<file path="config.mk">
export PLATFORM = sky130hd
export DESIGN_NAME = fb_scan_ctrl_flat
export DESIGN_NICKNAME = d
export VERILOG_FILES = /design/src/rtl/fb_scan_ctrl_pkg.sv /design/src/rtl/fb_scan_ctrl_if.sv /design/src/rtl/fb_scan_ctrl_dwell_timer.sv /design/src/rtl/fb_scan_ctrl.sv /design/src/flat_wrapper.sv
export SDC_FILE = /design/constraint.sdc
export NUM_CORES = 1
export LEC_CHECK = 0
export ABC_CLOCK_PERIOD_IN_PS = 5400
export CAP_MARGIN = 5
export CORE_UTILIZATION = 53
export DETAILED_ROUTE_END_ITERATION = 10
export PLACE_DENSITY = 0.84
export SETUP_SLACK_MARGIN = 0.1
export SLEW_MARGIN = 20
export SYNTH_ARGS = -nofsm -noshare
export SYNTH_HDL_FRONTEND = slang
export SYNTH_SLANG_ARGS = --single-unit
</file>
<file path="constraint.sdc">
create_clock -name clk -period 5.4 [get_ports clk]
set_input_delay 1.08 -clock clk [delete_from_list [all_inputs] [get_ports clk]]
set_output_delay 1.08 -clock clk [all_outputs]
set_load 0.05 [all_outputs]
</file>
<file path="src/rtl/fb_scan_ctrl_pkg.sv">
// fb_scan_pkg: shared definitions for the framebuffer scan sequencer.
//   scan_state_t  - sequencer states (IDLE / SHIFT / LATCH / DWELL)
//   LATCH_CYCLES  - cycles spent in LATCH (clock tail, then latch strobe)
//   DWELL_W       - width of the output-enable dwell counter
package fb_scan_pkg;

    typedef enum logic [1:0] {
        ST_IDLE,
        ST_SHIFT,
        ST_LATCH,
        ST_DWELL
    } scan_state_t;

    localparam int LATCH_CYCLES = 2;
    localparam int DWELL_W      = 16;

endpackage

</file>
<file path="src/rtl/fb_scan_ctrl_if.sv">
// fb_scan_ctrl_if: framebuffer display-port and buffer-swap handshake bundle.
//   display          - buffer select toward the framebuffer
//   row, col         - framebuffer read address
//   red, green, blue - read data, valid one cycle after row/col
//   swap_req         - writer's level request for a buffer swap
//   swap_ack         - one-cycle pulse when the swap is performed
// Modports: master = scan sequencer, slave = framebuffer/writer side.
interface fb_scan_ctrl_if;

    logic       display;
    logic [2:0] row;
    logic [5:0] col;
    logic [7:0] red;
    logic [7:0] green;
    logic [7:0] blue;
    logic       swap_req;
    logic       swap_ack;

    modport master (
        output display, row, col, swap_ack,
        input  red, green, blue, swap_req
    );

    modport slave (
        input  display, row, col, swap_ack,
        output red, green, blue, swap_req
    );

endinterface

</file>
<file path="src/rtl/fb_scan_ctrl_dwell_timer.sv">
// fb_dwell_timer: loadable down-counter timing the output-enable dwell.
//   clk, reset - clock, asynchronous active-high reset
//   load_i     - start a dwell of BASE_DWELL << plane_i cycles
//   plane_i    - bit-plane index selecting the dwell length
//   done_o     - one-cycle pulse in the final cycle of the dwell
module fb_dwell_timer
    import fb_scan_pkg::*;
#(
    parameter int BASE_DWELL = 16,
    parameter int PLANE_W    = 1
) (
    input  logic               clk,
    input  logic               reset,
    input  logic               load_i,
    input  logic [PLANE_W-1:0] plane_i,
    output logic               done_o
);

    logic [DWELL_W-1:0] dwell_len;
    logic [DWELL_W-1:0] cnt_q, cnt_d;
    logic               armed_q, armed_d;

    assign dwell_len = DWELL_W'(BASE_DWELL) << plane_i;

    // Loaded with length-1 so that done lands in the last dwell cycle.
    always_comb begin
        cnt_d   = cnt_q;
        armed_d = armed_q;
        if (load_i) begin
            cnt_d   = dwell_len - DWELL_W'(1);
            armed_d = 1'b1;
        end else if (armed_q) begin
            if (cnt_q == '0) armed_d = 1'b0;
            else             cnt_d   = cnt_q - DWELL_W'(1);
        end
    end

    always_ff @(posedge clk or posedge reset) begin
        if (reset) begin
            cnt_q   <= '0;
            armed_q <= 1'b0;
        end else begin
            cnt_q   <= cnt_d;
            armed_q <= armed_d;
        end
    end

    assign done_o = armed_q && (cnt_q == '0);

endmodule

</file>
<file path="src/rtl/fb_scan_ctrl.sv">
// fb_scan_ctrl: scan sequencer for the double-buffered LED framebuffer.
// Walks the display read port row by row, serialises pixels to a HUB-style
// panel (shift / latch / output-enable dwell) and owns the display buffer
// select, swapping only in IDLE or at a frame boundary.
// Ports:
//   clk, reset    - clock (also framebuffer dispclk), async active-high reset
//   enable        - scanning allowed; sampled at frame boundaries and in IDLE
//   fb            - fb_scan_ctrl_if.master: read port + swap handshake
//   panel_r/g/b   - serial pixel data
//   panel_clk     - panel shift clock
//   panel_lat     - panel latch strobe
//   panel_oe_n    - panel output enable, active low
//   panel_row     - row address driven to the panel
//   frame_start   - one-cycle pulse at the start of each frame
// Build option: FB_SCAN_BCM_EN enables binary-coded modulation over PLANES
// planes (dwell BASE_DWELL << plane, data bit = plane); otherwise a single
// plane using colour bit 7 with dwell BASE_DWELL.
module fb_scan_ctrl
    import fb_scan_pkg::*;
#(
    parameter int COLS       = 64,
    parameter int ROWS       = 8,
    parameter int PLANES     = 8,
    parameter int BASE_DWELL = 16
) (
    input  logic          clk,
    input  logic          reset,
    input  logic          enable,
    fb_scan_ctrl_if.master fb,
    output logic          panel_r,
    output logic          panel_g,
    output logic          panel_b,
    output logic          panel_clk,
    output logic          panel_lat,
    output logic          panel_oe_n,
    output logic [2:0]    panel_row,
    output logic          frame_start
);

    localparam int CW = (COLS > 1) ? $clog2(COLS) : 1;
    localparam int RW = (ROWS > 1) ? $clog2(ROWS) : 1;
    localparam int LW = $clog2(LATCH_CYCLES);

    localparam logic [CW-1:0] LAST_COL     = CW'(COLS - 1);
    localparam logic [RW-1:0] LAST_ROW     = RW'(ROWS - 1);
    localparam logic [LW-1:0] LATCH_STROBE = LW'(LATCH_CYCLES - 2);
    localparam logic [LW-1:0] LATCH_LAST   = LW'(LATCH_CYCLES - 1);

`ifdef FB_SCAN_BCM_EN
    localparam int PW = (PLANES > 1) ? $clog2(PLANES) : 1;
    localparam logic [PW-1:0] LAST_PLANE = PW'(PLANES - 1);
`else
    localparam int PW = 1;
    localparam int unused_planes = PLANES;
`endif

    scan_state_t   state_q;
    logic [CW-1:0] col_q;
    logic [RW-1:0] row_q;
    logic          phase_q;
    logic [LW-1:0] latch_q;
    logic          display_q;
    logic          swap_ack_q;
    logic          frame_start_q;
    logic [2:0]    panel_rgb_q;
    logic          panel_clk_q;
    logic          panel_lat_q;
    logic          panel_oe_n_q;
    logic [2:0]    panel_row_q;

    logic [2:0]    pix_bits;
    logic          last_plane;
    logic [PW-1:0] timer_plane;
    logic          timer_load;
    logic          dwell_done;
    logic          swap_go;
    logic          unused_colour;

`ifdef FB_SCAN_BCM_EN
    logic [PW-1:0] plane_q;

    assign pix_bits    = {fb.red[plane_q], fb.green[plane_q], fb.blue[plane_q]};
    assign last_plane  = (plane_q == LAST_PLANE);
    assign timer_plane = plane_q;
`else
    assign pix_bits    = {fb.red[7], fb.green[7], fb.blue[7]};
    assign last_plane  = 1'b1;
    assign timer_plane = '0;
`endif

    assign unused_colour = ^{fb.red, fb.green, fb.blue};

    // The writer may still hold swap_req during the ack cycle; ignore it there.
    assign swap_go    = fb.swap_req && !swap_ack_q;
    assign timer_load = (state_q == ST_LATCH) && (latch_q == LATCH_LAST);

    fb_dwell_timer #(
        .BASE_DWELL (BASE_DWELL),
        .PLANE_W    (PW)
    ) u_dwell (
        .clk     (clk),
        .reset   (reset),
        .load_i  (timer_load),
        .plane_i (timer_plane),
        .done_o  (dwell_done)
    );

    always_ff @(posedge clk or posedge reset) begin
        if (reset) begin
            state_q       <= ST_IDLE;
            col_q         <= '0;
            row_q         <= '0;
            phase_q       <= 1'b0;
            latch_q       <= '0;
            display_q     <= 1'b0;
            swap_ack_q    <= 1'b0;
            frame_start_q <= 1'b0;
            panel_rgb_q   <= '0;
            panel_clk_q   <= 1'b0;
            panel_lat_q   <= 1'b0;
            panel_oe_n_q  <= 1'b1;
            panel_row_q   <= '0;
`ifdef FB_SCAN_BCM_EN
            plane_q       <= '0;
`endif
        end else begin
            swap_ack_q    <= 1'b0;
            frame_start_q <= 1'b0;
            panel_clk_q   <= 1'b0;
            panel_lat_q   <= 1'b0;
            unique case (state_q)
                ST_IDLE: begin
                    if (swap_go) begin
                        display_q  <= ~display_q;
                        swap_ack_q <= 1'b1;
                    end else if (enable) begin
                        frame_start_q <= 1'b1;
                        state_q       <= ST_SHIFT;
                    end
                end
                ST_SHIFT: begin
                    // Second half of each pixel: capture data and raise the
                    // shift clock for the following cycle.
                    phase_q <= ~phase_q;
                    if (phase_q) begin
                        panel_clk_q <= 1'b1;
                        panel_rgb_q <= pix_bits;
                        if (col_q == LAST_COL) begin
                            col_q   <= '0;
                            state_q <= ST_LATCH;
                        end else begin
                            col_q <= col_q + CW'(1);
                        end
                    end
                end
                ST_LATCH: begin
                    if (latch_q == LATCH_STROBE) begin
                        panel_lat_q <= 1'b1;
                        panel_row_q <= 3'(row_q);
                    end
                    if (latch_q == LATCH_LAST) begin
                        latch_q      <= '0;
                        panel_oe_n_q <= 1'b0;
                        state_q      <= ST_DWELL;
                    end else begin
                        latch_q <= latch_q + LW'(1);
                    end
                end
                ST_DWELL: begin
                    if (dwell_done) begin
                        panel_oe_n_q <= 1'b1;
                        state_q      <= ST_SHIFT;
`ifdef FB_SCAN_BCM_EN
                        plane_q <= last_plane ? '0 : plane_q + PW'(1);
`endif
                        if (last_plane) begin
                            if (row_q != LAST_ROW) begin
                                row_q <= row_q + RW'(1);
                            end else begin
                                // End of frame: swap and restart may coincide.
                                row_q <= '0;
                                if (swap_go) begin
                                    display_q  <= ~display_q;
                                    swap_ack_q <= 1'b1;
                                end
                                if (enable) frame_start_q <= 1'b1;
                                else        state_q       <= ST_IDLE;
                            end
                        end
                    end
                end
                default: state_q <= ST_IDLE;
            endcase
        end
    end

    assign fb.display  = display_q;
    assign fb.row      = 3'(row_q);
    assign fb.col      = 6'(col_q);
    assign fb.swap_ack = swap_ack_q;

    assign panel_r     = panel_rgb_q[2];
    assign panel_g     = panel_rgb_q[1];
    assign panel_b     = panel_rgb_q[0];
    assign panel_clk   = panel_clk_q;
    assign panel_lat   = panel_lat_q;
    assign panel_oe_n  = panel_oe_n_q;
    assign panel_row   = panel_row_q;
    assign frame_start = frame_start_q;

endmodule

</file>
<file path="src/flat_wrapper.sv">
// flat-port wrapper written by rule: the top's interface ports become plain ports
module fb_scan_ctrl_flat import fb_scan_pkg::*;
#(
    parameter int COLS       = 64,
    parameter int ROWS       = 8,
    parameter int PLANES     = 8,
    parameter int BASE_DWELL = 16
)
  (clk, reset, enable, panel_r, panel_g, panel_b, panel_clk, panel_lat, panel_oe_n, panel_row, frame_start, fb_display, fb_row, fb_col, fb_swap_ack, fb_red, fb_green, fb_blue, fb_swap_req);
  fb_scan_ctrl_if fb_i ();
  input  logic clk;
  input  logic reset;
  input  logic enable;
  output logic panel_r;
  output logic panel_g;
  output logic panel_b;
  output logic panel_clk;
  output logic panel_lat;
  output logic panel_oe_n;
  output logic [2:0] panel_row;
  output logic frame_start;
  output wire logic [$bits(fb_i.display)-1:0] fb_display;
  output wire logic [$bits(fb_i.row)-1:0] fb_row;
  output wire logic [$bits(fb_i.col)-1:0] fb_col;
  output wire logic [$bits(fb_i.swap_ack)-1:0] fb_swap_ack;
  input wire logic [$bits(fb_i.red)-1:0] fb_red;
  input wire logic [$bits(fb_i.green)-1:0] fb_green;
  input wire logic [$bits(fb_i.blue)-1:0] fb_blue;
  input wire logic [$bits(fb_i.swap_req)-1:0] fb_swap_req;
  assign fb_display = fb_i.display;
  assign fb_row = fb_i.row;
  assign fb_col = fb_i.col;
  assign fb_swap_ack = fb_i.swap_ack;
  assign fb_i.red = fb_red;
  assign fb_i.green = fb_green;
  assign fb_i.blue = fb_blue;
  assign fb_i.swap_req = fb_swap_req;
  fb_scan_ctrl #(.COLS(COLS), .ROWS(ROWS), .PLANES(PLANES), .BASE_DWELL(BASE_DWELL)) u_core (.clk(clk), .reset(reset), .enable(enable), .fb(fb_i), .panel_r(panel_r), .panel_g(panel_g), .panel_b(panel_b), .panel_clk(panel_clk), .panel_lat(panel_lat), .panel_oe_n(panel_oe_n), .panel_row(panel_row), .frame_start(frame_start));
endmodule
</file>
==> metrics.txt <==
outcome=finished, final reports clean; Top delay family on crit path=buffers and inverters; die height=65.3 microns; fraction of layout instances using a drive strength above 1=0.133; maximum clock rate=367 MHz; CP Capture Type=output pin; IO Pins=49; post-synthesis instance total=195; worst setup margin=2.68 ns; cell-internal power=453 uW; Worst-Skew Late Latency=0.29 ns; Tightest Pin Transition=0.516 ns; RSZ-0062 raised after global routing=no; First-pass DRT Iterations=4; switching power=116 uW; Port Buf Inserts=27; combinational share of power=0.037; Slew Viols, Final=0; Vias/cell=5.35; post-synthesis sequential area ratio=0.496; # fillers=297; hold buffers post-CTS=0; Post-Syn Area per Cell=10.9 sq um; Rel. slew slack=0.655; Die ar.=0.00426 sq mm; Clk pwr share=0.406; FF+latch count, synth=42; HP Start=u_core.fb.display; crit path from=u_core.panel_oe_n; sequential power share=0.557; clock tree buffer depth=2; root buf cell=clkbuf_8; GRT overflow=0; WP depth=1; ANT cells=0; Synth top area share=0.484; Post-CTS Setup Bufs=0; top cells by area, synth=dfrtp_1, ha_1, xnor2_1; routed len/inst=13.5 microns; Peak VDD IR=0.000163 V; final hold vios=0; clock sinks=42; initial antenna violation count=0; hold slack=0.471 ns; die width=65.3 microns; Inserted Clock Buffers=5; Bufs and invs on worst path=1; DRC errors left=0; hold path depth=1; DP Wirelength=2660 microns; Worst EP required=4.32 ns; num rows=22; Switching Fraction=0.204; global-route wire length before repair=6530 microns; vias in the first global route=1464; slowest CP cell=clkdlybuf4s50_1; most common cell after layout, fill and taps aside=dfrtp_1; core area=0.00374 sq mm; CP max stage delay=0.81 ns; via count=1465; Yosys cell types=46; cell taking the most area after synthesis=dfrtp_1; FF-to-FF path depth=7; pre-CTS WS=2.76 ns; Synth Warn #=0; largest net degree at the start of global routing=43; Initial Util=0.567; post-route minimum period=2.72 ns; clk_skew=0.00488 ns; CTS resizes=0; CP Class=flop to output pin; LEAKAGE=1.20 nW; Final ANT Viol Nets=0; clock transition at the registers of the reported paths=0.07 ns; synthesized cell area=0.00212 sq mm; critical path cell sequence=clkdlybuf4s50_1; DRT iter0 DRCs=110; FF-to-FF Start=u_core.u_dwell.cnt_q[0]; commonest non-fill, non-tap cells in the layout=dfrtp_1, clkdlybuf4s50_1, nand2_1; max-cap viol count=0; P&R area growth vs syn=19.5%; Tot GR Track Use=0.199; ys flop type=dfrtp_1; Final #Nets=263; ys async rst share=1.00; Critical Path Start Type=flop; drt total wl=3700 microns; setup TNS=0 ns; final cycle utilization of the critical path=0.504; Syn Nets=233; Final setup viols=0; H-tree depth=2; CTS tree=built; Cell Pwr Density=224 mW/mm^2; Pwr Total=569 uW; Final GP Congestion=0.785; crit-path max FO=3; CP arrival=1.64 ns; Hold Crit Class=flop to flop; number of flops mapped to enable cells by yosys=0
## synthesized netlist by cell type, drive strengths merged (4+ instances only)
library cell / number
nand2: 19
nand3: 4
nor4: 6
xnor2: 12
inv: 9
o21ai: 8
nor2: 15
ha: 10
nand4: 4
xor2: 6
dfrtp: 41
mux2: 7
a21oi: 7
nor3: 8
## area by class of cell
cell class / count / area, sq um / area share
sequential: 42 / 1050 / 0.415
multi-input combinational: 138 / 997 / 0.393
timing repair buffer: 28 / 278 / 0.110
clock buffer: 8 / 110 / 0.0434
tap: 48 / 60.1 / 0.0237
inverter: 10 / 37.5 / 0.0148
## power groups by stage
stage	clock network, mW	registers, mW	logic [mW]
2_1_floorplan	0	0.328	0.00620
3_3_place_gp	0	0.323	0.0216
3_5_place_dp	0	0.323	0.0218
4_1_cts	0.236	0.317	0.0219
5_1_grt	0.250	0.317	0.0235
6_report	0.231	0.317	0.0212
## worst register-to-register path: cells and delay by family, from the launching register on
kind | cells | cell delay, ns
buffers and inverters | 1 | 0.11
AOI/OAI and AO/OA | 2 | 0.53
DFF | 1 | 0.39
adders and majority gates | 1 | 0.16
and+or+nand+nor | 3 | 0.79
## metrics by stage
stage | util | instances | cell area, sq um
after detailed placement | 0.648 | 266 | 2420
after global placement | 0.648 | 266 | 2420
final | 0.677 | 274 | 2530
after global routing | 0.677 | 274 | 2530
after floorplan | - | 195 | 2120
after CTS | 0.677 | 274 | 2530
## routing by layer
metal,part of all wire,vias up,track usage
li1,-,735,-
met1,0.46,695,0.255
met2,0.48,31,0.321
met3,0.047,4,0.0590
met4,0.012,0,0.0652
met5,0,-,0
## state kept, by name, indices dropped and copies added (netlist names)
register / cells
u_core.u_dwell.cnt_q: 16
u_core.fb.col: 6
u_core.fb.row: 3
u_core.panel_rgb_q: 3
u_core.panel_row: 3
u_core.state_q: 2
u_core.fb.display: 1
u_core.fb.swap_ack: 1
u_core.frame_start: 1
u_core.latch_q: 1
u_core.panel_clk: 1
u_core.panel_lat: 1
u_core.panel_oe_n: 1
u_core.phase_q: 1
u_core.u_dwell.armed_q: 1
## kinds of logic after synthesis
| kind of cell | share of synthesized area |
|---|---|
| simple gates | 0.222 |
| flops | 0.496 |
| compound gates | 0.0732 |
| xor+xnor | 0.0743 |
| buf+inv | 0.0336 |
| fa+ha+maj | 0.0590 |
| mux | 0.0419 |
## path summary, 6_finish.rpt
path	to	slack, ns
max in group asynchronous	u_core.panel_oe_n	3.82
min in group asynchronous	u_core.u_dwell.cnt_q[15]	1.21
worst min register to register	u_core.fb.display	0.47
worst min-delay path	u_core.fb.display	0.47
worst max register to register	u_core.state_q[0]	3.30
worst max-delay path	panel_oe_n	2.68
No activity file was read; power rests on OpenSTA's default activity.
